[src/rtl/dice_roll_ctrl.sv]
// Two-player dice roll controller: round-robin grant, tick-paced roll animation,
// hold period and per-player saturating score accumulation.
module dice_roll_ctrl #(
  parameter int ROLL_TICKS = 8,
  parameter int HOLD_TICKS = 4
) (
  input  logic       clk,
  input  logic       rst,
  input  logic [1:0] btn_roll,
  input  logic       clr_scores,
  input  logic       tick,
  input  logic [2:0] numero_in,
  output logic [2:0] dado,
  output logic       rolling,
  output logic       done,
  output logic       player,
  output logic [7:0] score0,
  output logic [7:0] score1
);

  typedef enum logic [1:0] {IDLE, ROLL, HOLD} state_t;

  localparam logic [7:0] ROLL_MAX  = 8'(ROLL_TICKS);
  localparam logic [7:0] ROLL_LAST = 8'(ROLL_TICKS - 1);
  localparam logic [7:0] HOLD_LAST = 8'(HOLD_TICKS - 1);

  state_t     state_reg, state_next;
  logic [1:0] btn_prev_reg;
  logic [1:0] pend_reg, pend_next;
  logic [1:0] btn_edge;
  logic [7:0] cnt_reg;
  logic [2:0] dado_reg;
  logic       done_reg;
  logic       player_reg;
  logic       prio_reg;
  logic [7:0] score_reg [2];

  logic numero_valid;
  logic grant_valid;
  logic grant_id;
  logic final_tick;
  logic hold_last;

  assign numero_valid = (numero_in != 3'd0) && (numero_in != 3'd7);
  assign btn_edge     = btn_roll & ~btn_prev_reg;

  always_comb begin
    grant_valid = (state_reg == IDLE) && (pend_reg != 2'b00);
    grant_id    = (pend_reg == 2'b11) ? prio_reg : pend_reg[1];
    // A saturated counter still needs a valid value before the roll can end.
    final_tick  = (state_reg == ROLL) && tick && (cnt_reg >= ROLL_LAST) && numero_valid;
    hold_last   = (state_reg == HOLD) && tick && (cnt_reg == HOLD_LAST);
  end

  // State register
  always_ff @(posedge clk) begin
    if (rst) state_reg <= IDLE;
    else     state_reg <= state_next;
  end

  // Next-state logic
  always_comb begin
    state_next = state_reg;
    case (state_reg)
      IDLE:    if (grant_valid) state_next = ROLL;
      ROLL:    if (final_tick)  state_next = HOLD;
      HOLD:    if (hold_last)   state_next = IDLE;
      default: state_next = IDLE;
    endcase
  end

  // Output logic
  always_comb begin
    rolling = (state_reg == ROLL);
  end

  assign dado   = dado_reg;
  assign done   = done_reg;
  assign player = player_reg;
  assign score0 = score_reg[0];
  assign score1 = score_reg[1];

  always_ff @(posedge clk) begin
    if (rst) begin
      btn_prev_reg <= btn_roll;
      cnt_reg      <= 8'd0;
      dado_reg     <= 3'd0;
      done_reg     <= 1'b0;
      player_reg   <= 1'b0;
      prio_reg     <= 1'b0;
    end else begin
      btn_prev_reg <= btn_roll;
      done_reg     <= final_tick;
      case (state_reg)
        IDLE: begin
          if (grant_valid) begin
            player_reg <= grant_id;
            cnt_reg    <= 8'd0;
          end
        end
        ROLL: begin
          if (tick) begin
            if (numero_valid) dado_reg <= numero_in;
            if (final_tick)              cnt_reg <= 8'd0;
            else if (cnt_reg != ROLL_MAX) cnt_reg <= cnt_reg + 8'd1;
          end
        end
        HOLD: begin
          if (tick) begin
            if (hold_last) begin
              cnt_reg  <= 8'd0;
              prio_reg <= ~player_reg;
            end else begin
              cnt_reg <= cnt_reg + 8'd1;
            end
          end
        end
        default: cnt_reg <= 8'd0;
      endcase
    end
  end

  always_ff @(posedge clk) begin
    if (rst) pend_reg <= 2'b00;
    else     pend_reg <= pend_next;
  end

  generate
    for (genvar gi = 0; gi < 2; gi++) begin : g_player
      logic       ignore_edge;
      logic       clear_pend;
      logic [8:0] sum;
      logic [7:0] sum_sat;

      // The active player's own presses are dropped until its turn ends.
      assign ignore_edge   = (state_reg != IDLE) && (player_reg == 1'(gi));
      assign clear_pend    = grant_valid && (grant_id == 1'(gi));
      assign pend_next[gi] = (pend_reg[gi] && !clear_pend) || (btn_edge[gi] && !ignore_edge);

      assign sum     = {1'b0, score_reg[gi]} + {6'd0, numero_in};
      assign sum_sat = sum[8] ? 8'hFF : sum[7:0];

      always_ff @(posedge clk) begin
        if (rst || clr_scores)
          score_reg[gi] <= 8'd0;
        else if (final_tick && (player_reg == 1'(gi)))
          score_reg[gi] <= sum_sat;
      end
    end
  endgenerate

endmodule
[config.mk]
export PLATFORM = sky130hd
export DESIGN_NAME = dice_roll_ctrl
export DESIGN_NICKNAME = d
export VERILOG_FILES = /design/src/rtl/dice_roll_ctrl.sv
export SDC_FILE = /design/constraint.sdc
export NUM_CORES = 1
export LEC_CHECK = 0
export CAP_MARGIN = 20
export CORE_MARGIN = 8
export CORE_UTILIZATION = 60
export CTS_BUF_LIST = sky130_fd_sc_hd__clkbuf_4
export CTS_CLUSTER_DIAMETER = 80
export CTS_CLUSTER_SIZE = 25
export DETAILED_ROUTE_END_ITERATION = 8
export PLACE_DENSITY_LB_ADDON = 0.25
export SYNTH_ARGS = -nofsm -noshare
export SYNTH_HDL_FRONTEND = slang
export SYNTH_SLANG_ARGS = --single-unit
[constraint.sdc]
create_clock -name clk -period 5.6 [get_ports clk]
set_input_delay 0.84 -clock clk [delete_from_list [all_inputs] [get_ports clk]]
set_output_delay 0.84 -clock clk [all_outputs]
set_load 0.1 [all_outputs]
==> results.yml <==
run_status:
  status: "finished clean"
synthesis:
  synth.area.top_cells: "edfxtp_1 (23%), dfxtp_1 (19%), ha_1 (7.3%), a21oi_1 (4.4%), inv_1 (4.4%)"
  ys.flop_type: "dfxtp_1"
  ys_ff_latch: 36
  netlist.top_cell.by_area: "edfxtp_1"
  synthCells: 217
  async_flop_share_pct: 0
  avgSynthCellArea_um2: 9.525
  synth_area_um2: 2067
  synth_cell_types: 50
  synth-edff-count: 16
  ys_seq_area_share_pct: 42.62
  syn-num-nets: 240
  ys_warn_count: 0
  yosysTopAreaCellShare_pct: 23.24
cts:
  cts_resized: 0
  numCtsBuffers: 5
  clock_latency_ns: 0.34
  cts-root-buf: "clkbuf_4"
  clockBufferDepth: 2
  htree_levels: 2
  hold_buffers: 0
  cts_setup_buffers: 0
  clk_pin_slew_ns: 0.10
  cts.sinks: 36
  cts_tree: "done"
final_layout:
  layout_common_cells: "clkdlybuf4s50_1 (30), inv_1 (24), nor2_1 (21)"
  fin_nets: 273
  fin_cells: 296
  syn2layout_area_growth_pct: 17.86
  n_antenna_cell: 0
  layout_commonest_cell: "clkdlybuf4s50_1"
  layout-drive-gt1-share_pct: 5.600
  largest_reg_flops: 16
  final_core_util_pct: 73.58
  n_fill_cell: 281
critical_path:
  cp.arrival_ns: 3.10
  cp.required_ns: 5.57
  start_kind: "input pin"
  reg2reg_to: "score_reg[0][3]"
  critPathCaptureType: "register"
  worstPathMaxFanout: 8
  crit_type: "input pin to register"
  rrSetupSlack_ns: 2.90
  r2r-start: "state_reg[1]"
  r2r_cells: 6
route:
  drc_errors: 0
  num_vias: 1689
  routed_wl_um: 4186
  postRouteAntennaNets: 0
  avgRoutedWirePerCell_um: 14.14
  drt_pass1_iterations: 4
  drt_iter0_markers: 126
  routed_via_density: 5.706
timing:
  maxSlewViolCount: 0
  finalCritPeriodShare_pct: 55.95
  rsz0062_at_grt: "false"
  fin_crit_ns: 3.133
  tightest_slew_ns: 1.044
  fmax_mhz: 319.1
  hold_viol: 0
  slew_headroom_pct: 29.65
  setup_viol: 0
  whs_ns: 0.5115
  fin_worst_skew_ns: 0.003025
  finalSetupTns_ns: 0
global_route:
  grt_pass1_wl_um: 7058
  grt_max_degree: 16
  grt_pass1_vias: 1622
  grt.total_usage_pct: 16.38
  grt_overflow_total: 0
  grt_antenna_before_repair: 0
hold_path:
  hold_end: "prio_reg"
  hold_path.class: "register to register"
  holdCritStartpoint: "prio_reg"
  min_delay_path_depth: 2
placed_design:
  place.port_buffers: 30
  dp_cells: 288
  dp_hpwl_um: 3202
  gp_congestion: 0.8415
power_and_ir_drop:
  vdd.ir_drop.worst_uv: 167.2
  p_leak_uw: 0.0008785
  powerDensity_nw_per_um2: 239.0
  power.total_uw: 582.2
die:
  fp-row-count: 21
  io_pins: 31
  start_util_pct: 62.43
  dieArea_um2: 5579
  core_um2: 3311
  dieHeight_um: 74.70
  die_w_um: 74.70
job:
  drv_cap: 0
==> how the worst max path moves through the flow <==
stage	cells past startpoint	from	slack (ns)	end
5_1_grt	5	numero_in[1]	2.30	score_reg[0][1]
3_5_place_dp	5	numero_in[1]	2.10	score_reg[0][3]
4_1_cts	5	numero_in[1]	2.46	score_reg[1][1]
2_1_floorplan	6	state_reg[1]	2.55	score_reg[0][0]
3_3_place_gp	5	numero_in[1]	2.15	score_reg[1][4]
6_report	5	numero_in[1]	2.47	score_reg[0][3]
==> synthesized netlist by cell type (2+ instances only) <==
library cell / number
a211oi_1: 2
a21boi_0: 2
a21o_1: 2
a21oi_1: 18
dfxtp_1: 20
edfxtp_1: 16
fa_1: 2
ha_1: 12
inv_1: 24
mux2i_1: 6
nand2_1: 13
nand2b_1: 4
nand3_1: 5
nand4_1: 4
nor2_1: 21
nor2b_1: 5
nor3_1: 7
nor3b_1: 2
o2111ai_1: 6
o21ai_0: 5
o221ai_1: 6
xnor2_1: 3
xor2_1: 5
==> cell type report <==
type	count	area, um2	share of cell area [%]
Clock inverter	2	7.507	0.3082
Multi-Input combinational cell	151	1050	43.09
Clock buffer	5	37.54	1.541
Inverter	24	90.09	3.698
Tap cell	46	57.56	2.363
Sequential cell	36	880.8	36.16
Timing Repair Buffer	32	312.8	12.84
==> routing by layer <==
metal / vias to the layer above / global-route usage (%) / routed length, um
li1: 848 / - / -
met1: 785 / 19.34 / 1856
met2: 48 / 27.49 / 2014
met3: 8 / 4.794 / 254
met4: 0 / 5.870 / 61
met5: - / 0 / 0
==> critical path, cell delays in order <==
cell and delay [ns]:
clkdlybuf4s50_1 0.50, and3_1 0.24, nor3_2 0.51, nand2_1 0.16, o21ai_0 0.85
==> kinds of logic (layout without fill, tap and decap cells) <==
kind of cell               count (synthesis)  count (layout)  synth area share, %
and+or+nand+nor                           73              73                18.40
DFF                                       36              36                42.61
xor gates and xnor gates                   8               8                3.390
buffers and inverters                     30              63                6.598
adders and majority gates                 14              14                9.201
AOI/OAI and AO/OA                         50              50                16.89
muxes                                      6               6                2.906
==> power breakdown <==
group | switching, uW | total, uW | internal (uW) | leakage (uW)
clock | 79.5 | 123 | 43.8 | 0.0000261
combinational | 115 | 165 | 49.8 | 0.000512
sequential | 9.67 | 294 | 284 | 0.000341
==> stage by stage <==
step,setup WS (ns),cell area (um2)
2_1_floorplan,2.554,2067
3_3_place_gp,2.153,2386
3_5_place_dp,2.099,2386
4_1_cts,2.465,2431
5_1_grt,2.301,2436
6_report,2.467,2436
Note: power is estimated with default switching activity, not from simulation.
